<file path="src/rtl/hba_master_queued_pkg.sv">
// Shared types and helpers for the queued HBA bus master.
package hba_master_queued_pkg;

  // Master FSM states; encoding 2'b11 is unused and recovers to ST_IDLE
  typedef enum logic [1:0] {
    ST_IDLE = 2'd0,
    ST_REQ  = 2'd1,
    ST_XFER = 2'd2
  } state_e;

  // Watchdog counter width; a disabled watchdog still keeps one bit
  function automatic int unsigned wd_width(input int unsigned timeout);
    return (timeout == 0) ? 1 : $clog2(timeout + 1);
  endfunction

endpackage

</file>
<file path="src/rtl/hba_cmd_fifo.sv">
// Synchronous command FIFO; an entry becomes readable the cycle after it is written.
module hba_cmd_fifo #(
  parameter int unsigned WIDTH = 8,
  parameter int unsigned DEPTH = 4
) (
  input  logic                       i_clk,
  input  logic                       i_rst,
  input  logic                       i_push,
  input  logic [WIDTH-1:0]           i_push_data,
  input  logic                       i_pop,
  output logic [WIDTH-1:0]           o_pop_data,
  output logic [$clog2(DEPTH):0]     o_count,
  output logic                       o_full,
  output logic                       o_empty
);

  localparam int unsigned AW = $clog2(DEPTH);

  logic [WIDTH-1:0] r_mem [DEPTH];
  logic [AW:0]      r_wr_ptr;
  logic [AW:0]      r_rd_ptr;
  logic             w_do_push;
  logic             w_do_pop;

  // Pointers carry an extra wrap bit so full and empty are distinguishable
  assign o_count    = r_wr_ptr - r_rd_ptr;
  assign o_full     = (o_count == (AW+1)'(DEPTH));
  assign o_empty    = (r_wr_ptr == r_rd_ptr);
  assign w_do_push  = i_push && !o_full;
  assign w_do_pop   = i_pop && !o_empty;
  assign o_pop_data = r_mem[r_rd_ptr[AW-1:0]];

  // Storage array; contents need no reset since pointers gate visibility
  always_ff @(posedge i_clk) begin
    if (w_do_push) begin
      r_mem[r_wr_ptr[AW-1:0]] <= i_push_data;
    end
  end

  // Pointer update; reset flushes the queue
  always_ff @(posedge i_clk or posedge i_rst) begin
    if (i_rst) begin
      r_wr_ptr <= '0;
      r_rd_ptr <= '0;
    end else begin
      if (w_do_push) r_wr_ptr <= r_wr_ptr + (AW+1)'(1);
      if (w_do_pop)  r_rd_ptr <= r_rd_ptr + (AW+1)'(1);
    end
  end

endmodule

</file>
<file path="src/rtl/hba_master_queued.sv">
// Queued HBA bus master: buffers app commands and issues them one at a time on the bus.
module hba_master_queued
  import hba_master_queued_pkg::*;
#(
  parameter int unsigned DBUS_WIDTH        = 8,
  parameter int unsigned PERIPH_ADDR_WIDTH = 4,
  parameter int unsigned REG_ADDR_WIDTH    = 8,
  parameter int unsigned CMD_DEPTH         = 4,
  parameter int unsigned TIMEOUT_CYCLES    = 255
) (
  input  logic                                  hba_clk,
  input  logic                                  hba_reset,
  input  logic                                  app_cmd_valid,
  output logic                                  app_cmd_ready,
  input  logic [PERIPH_ADDR_WIDTH-1:0]          app_core_addr,
  input  logic [REG_ADDR_WIDTH-1:0]             app_reg_addr,
  input  logic [DBUS_WIDTH-1:0]                 app_data_in,
  input  logic                                  app_rnw,
  output logic                                  app_rsp_valid,
  output logic [DBUS_WIDTH-1:0]                 app_rsp_data,
  output logic                                  app_rsp_err,
  output logic                                  app_busy,
  output logic [$clog2(CMD_DEPTH):0]            app_fifo_count,
  input  logic                                  hba_mgrant,
  input  logic                                  hba_xferack,
  input  logic [DBUS_WIDTH-1:0]                 hba_dbus,
  output logic                                  master_request,
  output logic [PERIPH_ADDR_WIDTH+REG_ADDR_WIDTH-1:0] master_abus,
  output logic                                  master_rnw,
  output logic                                  master_select,
  output logic [DBUS_WIDTH-1:0]                 master_dbus
);

  localparam int unsigned ADDR_WIDTH = PERIPH_ADDR_WIDTH + REG_ADDR_WIDTH;
  localparam int unsigned ENTRY_W    = 1 + ADDR_WIDTH + DBUS_WIDTH;
  localparam int unsigned RNW_BIT    = ENTRY_W - 1;
  localparam int unsigned WD_W       = wd_width(TIMEOUT_CYCLES);

  state_e                 r_state;
  logic                   r_wk_rnw;
  logic [ADDR_WIDTH-1:0]  r_wk_abus;
  logic [DBUS_WIDTH-1:0]  r_wk_data;
  logic [WD_W-1:0]        r_wd;

  logic [ENTRY_W-1:0]     w_entry_in;
  logic [ENTRY_W-1:0]     w_entry_out;
  logic                   w_full;
  logic                   w_empty;
  logic                   w_pop;
  logic                   w_wd_expire;

  // Entry layout {rnw, core, reg, data}
  assign w_entry_in    = {app_rnw, app_core_addr, app_reg_addr, app_data_in};
  assign w_pop         = (r_state == ST_IDLE) && !w_empty;
  assign app_cmd_ready = !w_full;
  assign app_busy      = !w_empty || (r_state != ST_IDLE);

  // Expiry fires on the last allowed XFER cycle, so select stays high TIMEOUT_CYCLES cycles
  assign w_wd_expire = (TIMEOUT_CYCLES != 0) &&
                       (({1'b0, r_wd} + (WD_W+1)'(1)) == (WD_W+1)'(TIMEOUT_CYCLES));

  hba_cmd_fifo #(
    .WIDTH (ENTRY_W),
    .DEPTH (CMD_DEPTH)
  ) u_fifo (
    .i_clk       (hba_clk),
    .i_rst       (hba_reset),
    .i_push      (app_cmd_valid),
    .i_push_data (w_entry_in),
    .i_pop       (w_pop),
    .o_pop_data  (w_entry_out),
    .o_count     (app_fifo_count),
    .o_full      (w_full),
    .o_empty     (w_empty)
  );

  // Request/grant/transfer sequencing with registered bus and response outputs
  always_ff @(posedge hba_clk or posedge hba_reset) begin
    if (hba_reset) begin
      r_state        <= ST_IDLE;
      r_wk_rnw       <= 1'b0;
      r_wk_abus      <= '0;
      r_wk_data      <= '0;
      r_wd           <= '0;
      master_request <= 1'b0;
      master_abus    <= '0;
      master_rnw     <= 1'b0;
      master_select  <= 1'b0;
      master_dbus    <= '0;
      app_rsp_valid  <= 1'b0;
      app_rsp_data   <= '0;
      app_rsp_err    <= 1'b0;
    end else begin
      app_rsp_valid <= 1'b0;
      case (r_state)
        ST_IDLE: begin
          if (w_pop) begin
            r_wk_rnw       <= w_entry_out[RNW_BIT];
            r_wk_abus      <= w_entry_out[DBUS_WIDTH +: ADDR_WIDTH];
            r_wk_data      <= w_entry_out[DBUS_WIDTH-1:0];
            master_request <= 1'b1;
            r_state        <= ST_REQ;
          end
        end
        ST_REQ: begin
          if (hba_mgrant) begin
            master_request <= 1'b0;
            master_abus    <= r_wk_abus;
            master_rnw     <= r_wk_rnw;
            master_dbus    <= r_wk_rnw ? '0 : r_wk_data;
            master_select  <= 1'b1;
            r_wd           <= '0;
            r_state        <= ST_XFER;
          end
        end
        ST_XFER: begin
          if (hba_xferack || w_wd_expire) begin
            app_rsp_valid <= 1'b1;
            app_rsp_err   <= !hba_xferack;
            app_rsp_data  <= (hba_xferack && r_wk_rnw) ? hba_dbus : '0;
            master_select <= 1'b0;
            master_abus   <= '0;
            master_rnw    <= 1'b0;
            master_dbus   <= '0;
            r_state       <= ST_IDLE;
          end else if (r_wd != {WD_W{1'b1}}) begin
            r_wd <= r_wd + WD_W'(1);
          end
        end
        default: begin
          master_request <= 1'b0;
          master_select  <= 1'b0;
          master_abus    <= '0;
          master_rnw     <= 1'b0;
          master_dbus    <= '0;
          r_state        <= ST_IDLE;
        end
      endcase
    end
  end

endmodule

</file>
<file path="config.mk">
export PLATFORM = sky130hd
export DESIGN_NAME = hba_master_queued
export DESIGN_NICKNAME = d
export VERILOG_FILES = /design/src/rtl/hba_master_queued_pkg.sv /design/src/rtl/hba_cmd_fifo.sv /design/src/rtl/hba_master_queued.sv
export SDC_FILE = /design/constraint.sdc
export NUM_CORES = 1
export LEC_CHECK = 0
export ABC_AREA = 1
export CELL_PAD_IN_SITES_DETAIL_PLACEMENT = 1
export CELL_PAD_IN_SITES_GLOBAL_PLACEMENT = 1
export CORE_MARGIN = 2
export CORE_UTILIZATION = 35
export CTS_CLUSTER_SIZE = 20
export DETAILED_ROUTE_END_ITERATION = 7
export PLACE_DENSITY_LB_ADDON = 0.1
export SYNTH_ARGS = -nofsm -noshare
export SYNTH_HDL_FRONTEND = slang
export SYNTH_SLANG_ARGS = --single-unit
</file>
<file path="constraint.sdc">
create_clock -name hba_clk -period 3.77 [get_ports hba_clk]
set_input_delay 1.131 -clock hba_clk [delete_from_list [all_inputs] [get_ports hba_clk]]
set_output_delay 1.131 -clock hba_clk [all_outputs]
set_load 0.1 [all_outputs]
</file>
# Word level (Yosys, flattened, before mapping)
# Memory sizes are Yosys's and may differ from the RTL's. A register that Yosys moved wholly into a read port is not among the register bits.
# Cells that the tools add are included.
# totals
reg_bits	49
ramBits	84
memories	1
# classes
n_addsub	5
eq_ne	11
muxes	28
n_bitwise	2
reduce_logical	18
# memory_table
name	depth	width	read_ports	rd_clocked_by_memory_dff	write_ports	line_no	text
u_fifo.r_mem	4	21	1	1	1	hba_cmd_fifo.sv:19	logic [WIDTH-1:0] r_mem [DEPTH];
# op_table
operator	n
$mux 8	7
$pmux 12 s3	1
$mux 12	2
$pmux 8 s3	1
$pmux 8 s2	1
$add 8x1->9 const B	1
$eq 9x8->1 const B	1
$mux 1	9
$pmux 1 s3	3
$reduce_and 3->1	3
$add 8x1->8 const B	1
$ne 2x2->1 const B	4
$ne 8x8->1 const B	1
$add 3x1->3 const B	2
$mux 2	3
$pmux 2 s3	1
$logic_and 1x1->1	4
$reduce_and 2->1	2
$reduce_and 4->1	1
$reduce_bool 2->1	2
$eq 3x3->1	1
$eq 3x3->1 const B	1
$logic_not 1->1	3
$sub 3x3->3	1
6 further kinds	8

# Depth between registers and ports, before layout
# Gate-level depths: netlist (run 1).
# logic_depth
ltp_word	6
depth_mapped	13
depth_no_buf	13

# Cells and area by module
# Synthesis (run 1) repeated with hierarchy kept, for this count alone.
# hier_totals
hier_cells	615
area_unflattened_um2	6565.0
# by_module_without_submodules
mod	instances	cells_per_inst	area_per_inst_um2	seq_area_each_um2
hba_cmd_fifo	1	266	3594.7	2672.6
hba_master_queued	1	349	2970.3	1601.5

# Least setup slack after synthesis (run 1)
# No wires, ideal clock.
# synth_timing
kind	reg-to-reg
start	reg u_fifo.r_wr_ptr[0]
end	reg u_fifo.r_wr_ptr[2]
setup_time_ns	0.186
arrival_time_ns	5.018
setup_slack_ns	-1.434
stages_incl_launch_ff	10
path_cell_list	dfrtp_1 inv_1 ha_1 fa_1 inv_1 xor2_1 nand3_1 nand2_1 nor2_1 xor2_1
# synth_via
elab_chain_cells	4
elab_cells_between_ends	5
cone_classes	add/sub: 2; eq/ne: 1; reduce/logical: 2
# synth_rtl
element	line_no	text
start: declaration	hba_cmd_fifo.sv:20	logic [AW:0] r_wr_ptr;
start signal: assignment	hba_cmd_fifo.sv:46	if (w_do_push) r_wr_ptr <= r_wr_ptr + (AW+1)'(1);
$sub 3x3->3	hba_cmd_fifo.sv:26	assign o_count = r_wr_ptr - r_rd_ptr;
named net app_fifo_count[2]	hba_master_queued.sv:23	output logic [$clog2(CMD_DEPTH):0] app_fifo_count,
$eq 3x3->1	hba_cmd_fifo.sv:27	assign o_full = (o_count == (AW+1)'(DEPTH));
$logic_not 1->1	n/a	
named net app_cmd_ready	hba_master_queued.sv:14	output logic app_cmd_ready,
$logic_and 1x1->1	hba_cmd_fifo.sv:29	assign w_do_push = i_push && !o_full;
# The timed path passes the listed nets, and every way through them passes these cells.
# A chain may end at the register's enable or synchronous reset.

# Worst setup path after layout (run 1)
# layout_timing
start	reg u_fifo.r_wr_ptr[0]
end	out app_cmd_ready
# layout_via
elab_chain_cells	3
# layout_rtl
element	line_no	text
$sub 3x3->3	hba_cmd_fifo.sv:26	
$eq 3x3->1	hba_cmd_fifo.sv:27	
$logic_not 1->1	hba_master_queued.sv:55	assign app_cmd_ready = !w_full;
end: declaration	hba_master_queued.sv:14	
# No other way between the ends.

==> metrics.cfg, run 1 <==
[run_status]
status=completed

[timing]
tightestPinTransition_ns=0.6892
rsz0062_at_grt=no
drv_slew=0
tns_ns=0
final.period_utilization_pct=87.56
post-route-min-period_ns=3.301
setup_viol=0
fin_ws_ns=0.4689
hold_viol_final=0
skew_ns=0.01045
max_freq_ghz=0.3029
relSlewSlack_pct=54.00
worst_hold_slack_ns=0.4769

[layout]
nets=710
final_cells=908
synthToLayoutAreaGrowth_pct=24.37
antenna_cells=0
drive_gt1_share_pct=18.26

[setup_path]
crit_path_top_delay_cell=dfrtp_1
cp-start-kind=register
crit_chain=inv_1, ha_1, fa_1, inv_1, xor2_4, nand3_2, buf_12
rrSetupSlack_ns=1.28
worstPathArrival_ns=2.17
cp.required_ns=2.64
reg2reg_to=u_fifo.r_mem[0][15]
crit_buf_inv=3
cp.depth=7
worstSetupEndpointType=primary output
r2r_start=u_fifo.r_wr_ptr[0]
cp_max_fo=4
worstSetupPathType=register to primary output
reg2reg_depth=9
cp_top_family=adder cells
critical_path.max_stage_delay_ns=0.39
cp_common_cell=inv_1

[min_path]
min-delay-start=master_dbus[2]
whs_path_depth=2
hold_class=register to register
min_delay_worst_endpoint=master_dbus[2]

[grt]
antenna_found_initial=0
overflow=0
grt_max_degree=48
grtUsageMet3_pct=4.852
gr-usage-all-layers_pct=15.87
grt_use_met1_pct=20.75
grt_util_met2_pct=26.03
grt_most_used_layer=met2
grt_pass1_wl_um=24140
grt_pass1_vias=4526

[floorplanning]
core-area_um2=17960
design.die.area_um2=19460
placementRows=49
initial_core_util_pct=35.78
dieHeight_um=139.5
die_w_um=139.5
pin_count=72

[clock_network]
clk_pin_slew_ns=0.06
cts_tree=yes
cts_buffers=17
insertion_delay_ns=0.42
holdBufCountCts=0
cts_sinks=154
htreeDepth=4
clk_path_buf_depth=2
cts_resized=0
cts-root-buf=clkbuf_16
cts_setup_buffers=0

[synthesis]
synth_compound_area_share_pct=8.001
synth.distinct_cells=32
yosys.area_share.simple_pct=18.18
synth_area_um2=6427
yosysTopAreaCell=edfxtp_1
synth_xor_area_share_pct=0.8176
ys_seq_area_share_pct=66.50
muxShareOfSynthArea_pct=0
ys_warn_count=0
yosys-top-cells-area=edfxtp_1 (39%), dfrtp_1 (27%), nand2_1 (7.8%)
synth-seq-cells=154
synth_fa_ha_area_share_pct=2.063
synth_top_area_share_pct=39.24
synth_top_family_by_area=simple AND/OR/NAND/NOR gates
synth_area_per_cell_um2=10.95
syn_inst=587
syn_nets=631

[drt]
drc=0
viasPerCell=4.805
ant_nets=0
initialDrtViolationCount=247
firstDrtPassIters=4
wl_um=15030
vias=4363
wl_per_cell_um=16.55

[place]
port-buffer-count=71
gp_congestion=0.7475
dp_slack_ns=0.7645
placed_cells=876
hpwl_um=9998

[run]
cap_violations=0

-- tightest hold or removal path, cell delays in order, from the launching register on --
cell,delay [ns]
dfrtp_1,0.34
nand2_1,0.05
nand2_1,0.05
-- worst max path at each step --
stage,startpoint,endpoint,slack (ns)
floorplan,u_fifo.r_wr_ptr[0],u_fifo.r_mem[3][0],0.21
global placement,hba_mgrant,u_fifo.r_rd_ptr[2],0.83
detailed placement,hba_mgrant,u_fifo.r_rd_ptr[2],0.76
CTS,u_fifo.r_wr_ptr[0],app_cmd_ready,0.43
global route,u_fifo.r_wr_ptr[0],app_cmd_ready,0.35
finish,u_fifo.r_wr_ptr[0],app_cmd_ready,0.47
-- synth_stat cells --
cell / number
a21oi_1: 3
buf_1: 1
buf_12: 1
buf_2: 5
buf_4: 1
buf_6: 3
clkbuf_1: 15
clkinv_1: 2
dfrtp_1: 70
edfxtp_1: 84
fa_1: 1
ha_1: 9
inv_1: 33
inv_2: 2
nand2_1: 134
nand2_2: 19
nand2_4: 2
nand3_1: 22
nand3_2: 1
nand3_4: 1
nand4_1: 16
nand4_2: 1
nor2_1: 65
nor2_2: 3
nor2_4: 1
o21ai_0: 49
o21ai_1: 4
o21ai_2: 10
o21bai_1: 2
o22ai_1: 21
xnor2_1: 2
xor2_1: 4
-- routing by layer --
metal / part of all wire, % / wire [µm]
met5: 0 / 0
met4: 0.85 / 127
met3: 3.9 / 583
met2: 48 / 7168
met1: 48 / 7146
-- area by class of cell --
type	instances	area [µm²]
Fill cell	1974	9970
Sequential cell	154	4274
Multi-Input combinational cell	370	1894
Timing Repair Buffer	86	803.3
Clock buffer	22	454.2
Tap cell	229	286.5
Clock inverter	10	142.6
Inverter	37	138.9
-- layout by cell type (no fill, tap or decap), drive strengths merged --
master	netlist	final
xnor2	2	2
edfxtp	84	84
o22ai	21	21
clkbuf	15	22
dfrtp	70	70
bufinv	0	3
clkdlybuf4s50	0	33
nand4	17	17
clkinvlp	0	2
o21ai	63	63
nor2	69	69
nand2	155	155
buf	11	53
xor2	4	4
inv	35	37
ha	9	9
a21oi	3	3
nand3	24	24
o21bai	2	2
fa	1	1
clkinv	2	5
-- sequential cells by signal, summed over array words and instances (netlist names), 2 cells and up --
register,count
u_fifo.r_wr_ptr,3
u_fifo.r_mem,84
r_state,2
master_abus,12
r_wk_data,8
r_wk_abus,12
u_fifo.r_rd_ptr,3
master_dbus,8
app_rsp_data,8
r_wd,8
-- kinds of logic (layout without fill, tap and decap cells) --
| logic type | after synthesis | after routing |
|---|---|---|
| compound gates | 89 | 89 |
| simple gates | 265 | 265 |
| fa+ha+maj | 10 | 10 |
| buf+inv | 63 | 155 |
| flops | 154 | 154 |
| xor+xnor | 6 | 6 |
-- through the flow --
step	utilization (%)	instance area, µm²
4_1_cts	44.50	7994
3_3_place_gp	41.18	7397
6_report	44.50	7994
3_5_place_dp	41.18	7397
5_1_grt	44.50	7994
2_1_floorplan	-	6451
Power of run 1 is left out: the tool's default activity adds up to more than one toggle a clock period on the data nets, which glitch-free logic cannot reach.
==> run 2, diff against run 1 <==
==> constraint.sdc (replaced) <==
create_clock -name hba_clk -period 3.77 [get_ports hba_clk]
set_input_delay 0.754 -clock hba_clk [delete_from_list [all_inputs] [get_ports hba_clk]]
set_output_delay 0.754 -clock hba_clk [all_outputs]
set_load 0.1 [all_outputs]
==> run 2 against run 1 <==
Compared with the run above: global-route usage grew 0.31 points; first-iteration DRC count shrank 21%; critical path depth shrank 3; utilization grew 0.42 points; via count grew 0.14%; setup slack gained 0.18 ns; critical path type unchanged.
==> metrics.cfg, run 2 (synthesis results as in run 1) <==
[run_status]
status=completed

[timing]
max_freq_ghz=0.3209
rsz0062_at_grt=no
worst_hold_slack_ns=0.4705
hold_viol_final=0
tightestPinTransition_ns=1.005
tns_ns=0
setup_viol=0
final.period_utilization_pct=82.66
drv_slew=0
post-route-min-period_ns=3.116
relSlewSlack_pct=32.77
skew_ns=0.01239

[grt]
overflow=0
grt_max_degree=48
grt_pass1_vias=4690
grt_pass1_wl_um=24690
gr-usage-all-layers_pct=16.18
antenna_found_initial=0

[drt]
dr_wl_met2_um=7070
initialDrtViolationCount=196
wl_um=14750
vias=4369
wl_per_cell_um=16.30
drc=0
viasPerCell=4.828
wl_met3_um=546
wl_met1_um=6961
dr.max_layer_used=met4
firstDrtPassIters=4
ant_nets=0

[clock_network]
cts_sinks=154
cts_buffers=17
htreeDepth=4
clk_pin_slew_ns=0.06
insertion_delay_ns=0.42
cts_tree=yes
cts_resized=0
holdBufCountCts=0
clk_path_buf_depth=2
cts-root-buf=clkbuf_16
cts_setup_buffers=0

[setup_path]
worstSetupEndpointType=primary output
cp_max_fo=24
cp-start-kind=register
worstSetupPathType=register to primary output
worstPathArrival_ns=2.36
cp.required_ns=3.02

[layout]
drive_gt1_share_pct=13.31
layout_commonest_cell=nand2_1
most-common-layout-cells=nand2_1 (134), edfxtp_1 (84), dfrtp_1 (70)
finish.instance_area_um2=8069
largest_reg_flops=84
nets=707
antenna_cells=0
synthToLayoutAreaGrowth_pct=25.54

[floorplanning]
initial_core_util_pct=35.78
core-area_um2=17960
dieHeight_um=139.5
die_w_um=139.5
placementRows=49
design.die.area_um2=19460
pin_count=72

[min_path]
hold_class=register to register

[place]
port-buffer-count=71
hpwl_um=9825
gp_congestion=0.7532
dpl_cell_area_um2=7445

[run]
cap_violations=0

-- run 2: layer usage --
metal | GRT usage (%) | vias up
met5 | 0 | -
met4 | 5.582 | 0
met3 | 3.372 | 14
met2 | 26.63 | 67
met1 | 21.37 | 2148
li1 | - | 2140
-- run 2: worst paths after layout --
| path | start | end | slack [ns] | cells past startpoint |
|---|---|---|---|---|
| max in group asynchronous | hba_reset | r_wk_data[6] | 2.38 | 3 |
| max | u_fifo.r_rd_ptr[1] | app_busy | 0.65 | 4 |
| min | master_request | master_request | 0.47 | 2 |
| min reg2reg | master_request | master_request | 0.47 | 2 |
| max reg2reg | u_fifo.r_rd_ptr[1] | u_fifo.r_mem[0][2] | 1.03 | 7 |
| min in group asynchronous | hba_reset | app_rsp_data[1] | 0.72 | 2 |
-- run 2: worst max-delay path: stages (launching register included) --
cell	delay (ns)
dfrtp_1	0.87
inv_1	0.15
ha_1	0.33
nand4_1	0.24
buf_4	0.35
-- run 2: stage by stage --
| stage | std cells | setup WS, ns | utilization, % |
|---|---|---|---|
| 2_1_floorplan | 587 | 0.2069 | - |
| 3_3_place_gp | 873 | 1.070 | 41.44 |
| 3_5_place_dp | 873 | 1.016 | 41.44 |
| 4_1_cts | 905 | 0.6163 | 44.92 |
| 5_1_grt | 905 | 0.4966 | 44.92 |
| 6_report | 905 | 0.6536 | 44.92 |
-- run 2: layout make-up --
type / instances / area, µm²
clock inverter: 13 / 191.4
tap: 229 / 286.5
timing repair buffer: 83 / 850.8
sequential: 154 / 4274
inverter: 37 / 138.9
fill: 1943 / 9894
clock buffer: 19 / 432.9
multi-input combinational: 370 / 1894
Power of run 2 is left out for the same reason.
==> run 3, diff against run 2 <==
==> constraint.sdc (replaced) <==
create_clock -name hba_clk -period 3.3 [get_ports hba_clk]
set_input_delay 0.66 -clock hba_clk [delete_from_list [all_inputs] [get_ports hba_clk]]
set_output_delay 0.66 -clock hba_clk [all_outputs]
set_load 0.1 [all_outputs]
==> run 3 against run 2 <==
Compared with the run above: non-clock buffer count rose by 1; critical path depth rose by 3; global-route usage rose by 0.54 points; critical path type unchanged; first-iteration DRC count rose by 33%; hold slack improved by 0.0042 ns; via count fell by 0.23%.
==> metrics.cfg, run 3 (synthesis results as in run 1) <==
[floorplanning]
dieHeight_um=139.5
placementRows=49
initial_core_util_pct=35.78
die_w_um=139.5
core-area_um2=17960
pin_count=72
design.die.area_um2=19460

[setup_path]
cp.required_ns=2.64
cp_common_cell=inv_1
cp_max_fo=4
cp-start-kind=register
critical_path.max_stage_delay_ns=0.37
worstPathArrival_ns=2.15
crit_path_top_delay_cell=dfrtp_1
crit_buf_inv=3
worstSetupPathType=register to primary output
worstSetupEndpointType=primary output
crit_chain=inv_1, ha_1, fa_1, inv_1, xor2_4, nand3_4, buf_12
cp_top_family=adder cells

[min_path]
hold_class=register to register

[layout]
most-common-layout-cells=nand2_1 (134), edfxtp_1 (84), dfrtp_1 (70)
synthToLayoutAreaGrowth_pct=23.85
regArea_um2=4274
largest_reg_flops=84
antenna_cells=0
layout_commonest_cell=nand2_1
num-fill-cells=1966
multi_input_area_um2=1909
drive_gt1_share_pct=18.76
nets=708

[drt]
firstDrtPassIters=4
initialDrtViolationCount=261
viasPerCell=4.811
drc=0
wl_per_cell_um=16.77
ant_nets=0
vias=4359
wl_um=15200

[grt]
gr-usage-all-layers_pct=16.71
grt_pass1_vias=4644
antenna_found_initial=0
grt_max_degree=45
overflow=0
grt_pass1_wl_um=25420

[timing]
setup_viol=0
final.period_utilization_pct=85.30
skew_ns=0.01545
relSlewSlack_pct=59.76
hold_viol_final=0
post-route-min-period_ns=2.815
tns_ns=0
drv_slew=0
max_freq_ghz=0.3552
tightestPinTransition_ns=0.6027
rsz0062_at_grt=no

[clock_network]
clk_path_buf_depth=2
clk_pin_slew_ns=0.06
cts_sinks=154
cts_buffers=17
holdBufCountCts=0
cts_tree=yes
htreeDepth=4
cts-root-buf=clkbuf_16
cts_resized=0
insertion_delay_ns=0.43
cts_setup_buffers=0

[place]
hpwl_um=10160
gp_congestion=0.7288
port-buffer-count=71

[run_status]
status=completed

[run]
cap_violations=0

## run 3: layout make-up
cell class | instances | share of cell area (%)
Inverter | 37 | 1.745
Clock inverter | 14 | 1.839
Clock buffer | 18 | 5.391
Sequential cell | 154 | 53.69
Tap cell | 229 | 3.600
Multi-Input combinational cell | 370 | 23.99
Timing Repair Buffer | 84 | 9.745
## run 3: path summary, 6_finish.rpt
path	from	endpoint	slack (ns)	cells after the start
min in group asynchronous	hba_reset	app_rsp_data[3]	0.63	2
setup / recovery	u_fifo.r_wr_ptr[0]	app_cmd_ready	0.49	7
setup reg to reg	u_fifo.r_wr_ptr[0]	u_fifo.r_mem[3][2]	0.75	9
hold reg to reg	master_abus[11]	master_abus[11]	0.47	2
hold / removal	master_abus[11]	master_abus[11]	0.47	2
max in group asynchronous	hba_reset	master_abus[7]	1.91	3
## run 3: per-stage QoR
stage          cell area [µm²]  hold WS [ns]  setup slack (ns)  util (%)  std cells
5_1_grt                   7960        0.5066            0.3474     44.31        906
6_report                  7960        0.4747            0.4850     44.31        906
3_3_place_gp              7385        0.4600            0.7992     41.11        874
4_1_cts                   7960        0.4801            0.4414     44.31        906
2_1_floorplan             6469        0.4491            0.1133         -        587
3_5_place_dp              7385        0.4647            0.7245     41.11        874
## run 3: worst register-to-register path, delay by kind of cell (launching register included)
kind / cells / cell delay [ns]
buf+inv: 3 / 0.54
xor+xnor: 1 / 0.12
simple gates: 3 / 0.63
fa+ha+maj: 2 / 0.58
flops: 1 / 0.37
## run 3: layer usage
layer / up-vias / wire [µm] / global-route usage [%]
li1: 2140 / - / -
met1: 2129 / 7426 / 23.11
met2: 75 / 7116 / 26.44
met3: 15 / 476 / 3.544
met4: 0 / 176 / 5.476
met5: - / 0 / 0
Power of run 3 is left out for the same reason.
